`src/rtl/regfile_dump.sv`:
```
// Debug read-out engine: walks x0..x(NUM_REGS-1) through a dedicated read port,
// streams each value with its index over valid/ready, and reports an XOR checksum.
module regfile_dump #(
  parameter int ADDR_WIDTH = 5,
  parameter int DATA_WIDTH = 32,
  parameter int NUM_REGS   = 32
) (
  input  logic                  CLK,
  input  logic                  RESET,
  input  logic                  START,
  input  logic                  ABORT,
  output logic [ADDR_WIDTH-1:0] RS_SEL,
  input  logic [DATA_WIDTH-1:0] RS_DOUT,
  output logic                  OUT_VALID,
  input  logic                  OUT_READY,
  output logic [DATA_WIDTH-1:0] OUT_DATA,
  output logic [ADDR_WIDTH-1:0] OUT_IDX,
  output logic                  OUT_LAST,
  output logic                  BUSY,
  output logic                  DONE,
  output logic [DATA_WIDTH-1:0] CHECKSUM
);

  localparam logic [ADDR_WIDTH-1:0] LAST_IDX = ADDR_WIDTH'(NUM_REGS - 1);

  typedef enum logic [1:0] {IDLE, FETCH, SEND, FINISH} state_t;

  state_t                  state_q, state_d;
  logic [ADDR_WIDTH-1:0]   idx_q, idx_d;
  logic [DATA_WIDTH-1:0]   data_q, data_d;
  logic [ADDR_WIDTH-1:0]   oidx_q, oidx_d;
  logic                    last_q, last_d;
  logic [DATA_WIDTH-1:0]   csum_q, csum_d;
  logic                    hs;

  // A handshake that coincides with ABORT is discarded.
  assign hs = (state_q == SEND) && OUT_READY && !ABORT;

  always_ff @(posedge CLK) begin
    if (RESET) begin
      state_q <= IDLE;
      idx_q   <= '0;
      data_q  <= '0;
      oidx_q  <= '0;
      last_q  <= 1'b0;
      csum_q  <= '0;
    end else begin
      state_q <= state_d;
      idx_q   <= idx_d;
      data_q  <= data_d;
      oidx_q  <= oidx_d;
      last_q  <= last_d;
      csum_q  <= csum_d;
    end
  end

  always_comb begin
    state_d = state_q;
    case (state_q)
      IDLE:    if (START) state_d = FETCH;
      FETCH:   state_d = ABORT ? IDLE : SEND;
      SEND: begin
        if (ABORT)   state_d = IDLE;
        else if (hs) state_d = last_q ? FINISH : FETCH;
      end
      FINISH:  state_d = IDLE;
      default: state_d = IDLE;
    endcase
  end

  always_comb begin
    idx_d  = idx_q;
    data_d = data_q;
    oidx_d = oidx_q;
    last_d = last_q;
    csum_d = csum_q;
    if (state_q == IDLE && START) begin
      idx_d  = '0;
      csum_d = '0;
    end
    if (state_q == FETCH) begin
      data_d = RS_DOUT;
      oidx_d = idx_q;
      last_d = (idx_q == LAST_IDX);
    end
    if (hs) begin
      csum_d = csum_q ^ data_q;
      if (!last_q) idx_d = idx_q + 1'b1;
    end
  end

  // idx_q only advances on leaving SEND, so it still names the last fetch in SEND/FINISH.
  always_comb begin
    RS_SEL    = (state_q == IDLE) ? '0 : idx_q;
    OUT_VALID = (state_q == SEND);
    BUSY      = (state_q != IDLE);
    DONE      = (state_q == FINISH);
  end

  assign OUT_DATA = data_q;
  assign OUT_IDX  = oidx_q;
  assign OUT_LAST = last_q;
  assign CHECKSUM = csum_q;

endmodule

```
`config.mk`:
```
export PLATFORM = sky130hd
export DESIGN_NAME = regfile_dump
export DESIGN_NICKNAME = d
export VERILOG_FILES = /design/src/rtl/regfile_dump.sv
export SDC_FILE = /design/constraint.sdc
export NUM_CORES = 1
export LEC_CHECK = 0
export CAP_MARGIN = 15
export CORE_UTILIZATION = 44
export DETAILED_ROUTE_END_ITERATION = 10
export GPL_TIMING_DRIVEN = 0
export PLACE_DENSITY = 0.8
export SYNTH_ARGS = -nofsm -noshare
export SYNTH_HDL_FRONTEND = slang
export SYNTH_SLANG_ARGS = --single-unit
```
`constraint.sdc`:
```
create_clock -name CLK -period 1.9 [get_ports CLK]
set_input_delay 0.285 -clock CLK [delete_from_list [all_inputs] [get_ports CLK]]
set_output_delay 0.285 -clock CLK [all_outputs]
set_load 0.005 [all_outputs]
```
# Word level (Yosys, flattened, before mapping)
# Index checks and enable logic that the tools add are counted.
# word_totals
word_cells	34
inputBits	37
output_inout_bits	78
register_bits	77
# op_classes
bitwise	1
n_mux	12
eq_ne	6
reduce_logical	8
addsub	1
# ops
operator	n
32-bit 2-to-1 mux	2
32-bit XOR	1
5-bit 2-to-1 mux	4
2-bit 2-to-1 mux	5
2-bit case mux with 4 select lines	1
5-bit by 1-bit adder with 5-bit output (second input constant)	1
5-bit equality test (second input constant)	1
2-bit equality test (second input constant)	2
2-bit nonzero test	2
1-bit logical AND	3
3-bit by 2-bit != test with 1-bit output (second input constant)	1
2-bit by 1-bit equality test with 1-bit output (second input constant)	1
2-bit logical NOT	1
2-bit != test (second input constant)	1
2-bit AND reduction	1
1-bit logical NOT	1

# Logic depth before layout (Yosys ltp)
# logic_depth
depth_word	6
ltp_mapped	5
depth_no_buf	5

# Worst setup path before layout
# OpenSTA, ideal clock, no wires.
# synth_timing
path_type	register to register
start	register idx_q[0]
end	register idx_q[4]
path_stages_with_launch	6
n_path_buf	0
path_slack_ns	0.476
setup_ns	0.116
synth_period_minus_slack_ns	1.424
arrival_time_ns	1.308
required_ns	1.784
cell_sequence	dfxtp_1 -> ha_1 -> and3_1 -> ha_1 -> nor4b_1 -> a31o_2
# synth_between
elab_chain_cells	3
# synth_lines
element	line	text
start, declared	29	logic [ADDR_WIDTH-1:0] idx_q, idx_d;
start signal, assigned	49	idx_q <= idx_d;
5-bit by 1-bit adder with 5-bit output	88	if (!last_q) idx_d = idx_q + 1'b1;
5-bit 2-to-1 mux	88	
5-bit 2-to-1 mux	86	if (hs) begin
# No other way between the ends.
# A chain may end at the register's enable or synchronous reset.

# Worst setup path in the final report
# layout_timing
start	register state_q[1]
end	output port RS_SEL[2]
# layout_between
elab_chain_cells	2
# layout_lines
element	line	text
start, declared	28	state_t state_q, state_d;
start signal, assigned	48	state_q <= state_d;
2-bit logical NOT	94	RS_SEL = (state_q == IDLE) ? '0 : idx_q;
5-bit 2-to-1 mux	94	
end, declared	12	output logic [ADDR_WIDTH-1:0] RS_SEL,
# No other way between the ends.

==> metrics.yaml <==
run_status:
  status: "complete, no violations"
timing:
  final.period_utilization_pct: 95.0
  max_freq_mhz: 554
  slew_headroom_pct: 65.4
  finalHoldViolations: 0
  final_setup_violation_count: 0
  skew_ns: 0.00865
  worst_hold_slack_ns: 0.463
  setup_repair_after_global_routing_missed_its_margin: "no"
  timing_worst_slew_pin_value_ns: 0.519
  finalWorstSetupSlack_ns: 0.0944
  timing_max_transition_violations_final: 0
  final_period_minus_worst_setup_slack_ns: 1.81
  fin_setup_tns_ns: 0
cts:
  post-cts-setup-buffer-count: 0
  root_buffer: "sky130_fd_sc_hd__clkbuf_8"
  cts_clock_pin_slew_for_the_worst_setup_and_hold_paths_ns: 0.08
  hold_buffers: 0
  cts_htree_levels: 3
  cts_max_path_buffers: 2
  insertion_delay_ns: 0.34
  clock_tree_from_tritoncts: "done"
  cts-buffers-inserted: 9
  cts_sinks: 77
place:
  post-dp-hpwl_mm: 5.99
  placedCellCount: 576
  place_ws_ns: -0.113
  count_of_input_and_output_buffers: 114
  place.gp.congestion: 0.740
flow_run:
  cap_viol_max_count: 0
setup_path:
  criticalPathCategory: "flip-flop to output pin"
  setup.worst_path.end: "RS_SEL[2]"
  worstPathCellList: "nor2_4, nor2b_1, clkdlybuf4s50_1"
  worstRegToRegCells: 5
  critPathLaunchType: "flip-flop"
  crit_reg_reg_startpoint: "idx_q[0]"
  critical_path.startpoint: "state_q[1]"
  r2r_end: "idx_q[4]"
  critical_path.max_fanout: 8
  kind_of_end_point_of_the_critical_path: "output pin"
  arrival_ns: 1.52
  r2r_setup_slack_ns: 0.33
  critPathRequiredTime_ns: 1.62
  cp_slowest_stage_delay_ns: 0.51
  cp_slowest_cell: "sky130_fd_sc_hd__clkdlybuf4s50_1"
global_route:
  pin_count_of_the_biggest_net_entering_global_routing: 13
  grt.met3_usage_pct: 5.54
  antenna_found_initial: 0
  grtUsageMet2_pct: 40.5
  grt_pass1_wl_mm: 13.5
  globalRoute.busiestLayer: "met2"
  gr-total-overflow: 0
  grt_use_total_pct: 23.4
  grt.met1_usage_pct: 27.6
  vias_in_the_first_global_route: 2999
floorplan:
  die_w_um: 85.4
  fp.coreArea_um2: 6760
  floorplan.io_pins: 115
  starting_density_of_the_core_pct: 45.3
  die_height_um: 85.4
  die_area_um2: 7290
  std_cell_rows: 30
cells_and_area:
  final_cell_mix: "114 x sky130_fd_sc_hd__clkdlybuf4s50_1, 76 x sky130_fd_sc_hd__nand2_1, 75 x sky130_fd_sc_hd__dfxtp_1"
  ff_latch_area_um2: 1540
  combined_area_of_the_multi_input_logic_cells_um2: 1290
  nNetsFinal: 546
  num_antenna_cells: 0
  layout-area-overhead-vs-synth_pct: 48.2
  nFillCells: 582
  layout-drive-gt1-share_pct: 8.01
  final_common_cell: "sky130_fd_sc_hd__clkdlybuf4s50_1"
  stdcell_count: 592
route:
  drtAntennaViolNets: 0
  drt-initial-drc-count: 127
  drt_first_pass_iters: 5
  avgRoutedWirePerCell_um: 13.8
  route.final.wire_length_mm: 8.18
  avgViaCountPerCell: 5.16
  vias: 3052
  drc: 0
worst_hold_path:
  holdCritPathClass: "flip-flop to flip-flop"
  min_path_cells: 2
yosys:
  yosys-mux-area-fraction_pct: 0.327
  syn_area_um2: 3060
  post_synth_xor_area_fraction_pct: 0.286
  synth_top_family_by_area: "simple AND/OR/NAND/NOR gates"
  post_synth_edffs: 0
  postSynthCellCount: 382
  synth.ff_latch_count: 77
  simple_gate_share_of_the_synthesized_area_pct: 21.8
  post_synth_num_cell_types: 32
  ys_async_sr_fraction_pct: 0
  fraction_of_the_mapped_netlist_area_in_compound_gates_pct: 18.6
  arithmetic_cell_share_of_the_synthesized_area_counting_full_adders_half_adders_and_majority_gates_pct: 0.818
  yosys_warnings: 0
  syn_nets: 421
  synth-main-ff-cell: "sky130_fd_sc_hd__dfxtp_1"
  ys_seq_area_share_pct: 50.4
  postSynthAreaPerCell_um2: 8.01
power_and_ir_drop:
  ir_worst_vdd_uv: 400
  power.static_leakage_nw: 1.52
  powerDensity_nw_per_um2: 745
-- sequential cells by signal, indices dropped and copies added (netlist names) --
register,count
CHECKSUM,32
OUT_DATA,32
OUT_IDX,5
idx_q,5
state_q,2
OUT_LAST,1
-- worst max-delay path: cells and delay by family (launching register included) --
kind          cells  cell delay (ns)
simple gates      2             0.23
buf+inv           1             0.51
flops             1             0.44
-- report_power, final --
part	total [W]	switching, W	internal [W]	leakage, nW
Sequential	0.00168	0.0000299	0.00165	0.624
Clock	0.00139	0.000577	0.000808	0.116
Combinational	0.000317	0.000147	0.000170	0.777
Total	0.00338	0.000753	0.00263	1.52
-- stage by stage --
stage,util (%),cell area (µm²),total power [W]
2_1_floorplan,-,3060,0.00184
3_3_place_gp,63.7,4300,0.00202
3_5_place_dp,63.7,4300,0.00203
4_1_cts,67.1,4530,0.00340
5_1_grt,67.1,4540,0.00353
6_report,67.1,4540,0.00338
-- timing repair --
item,4_1_cts,5_1_grt
endpoints found under the setup margin,6,6
gates cloned,0,0
resized for setup,2,2
hold endpoints to repair,0,0
-- synthesized netlist by cell type (all sizes together), types with 3 or more instances --
| master | n | area share (%) |
|---|---|---|
| dfxtp | 77 | 50 |
| nor3 | 3 | 0.49 |
| a21oi | 72 | 12 |
| clkbuf | 12 | 1.6 |
| nor2b | 5 | 1.0 |
| o21ai | 32 | 5.2 |
| a31o | 4 | 1.1 |
| nand2 | 76 | 9.3 |
| or3 | 32 | 6.5 |
| buf | 12 | 2.0 |
| inv | 34 | 4.2 |
| nor2 | 3 | 0.37 |
-- cells by family (layout without fill, tap and decap cells) --
logic type      count (synthesis)  count (layout)
compound gates                110             110
xor+xnor                        1               1
simple gates                  133             133
fa+ha+maj                       2               2
mux                             1               1
buf+inv                        58             188
flops                          77              77
-- worst min-delay path by stage --
stage / from / to / slack [ns]
floorplan: ABORT / state_q[1] / 0.36
global placement: OUT_IDX[3] / OUT_IDX[3] / 0.45
detailed placement: OUT_IDX[2] / OUT_IDX[2] / 0.46
CTS: OUT_IDX[2] / OUT_IDX[2] / 0.47
global route: RS_DOUT[8] / OUT_DATA[8] / 0.48
finish: OUT_IDX[2] / OUT_IDX[2] / 0.46
-- layout make-up --
class                   count  area share (%)
plain buffers              24            2.40
clock buffers              12            3.42
clock inverters             4            1.54
inverters                  34            2.81
multi-input cells         247            28.4
flip-flops and latches     77            34.0
well taps                  80            2.21
repair buffers            114            25.2
-- metal layers --
metal | vias to the layer above | wire, µm
li1 | 1523 | -
met1 | 1442 | 3480
met2 | 72 | 4150
met3 | 15 | 390
met4 | 0 | 165
met5 | - | 0
(Power assumes the default switching activity.)
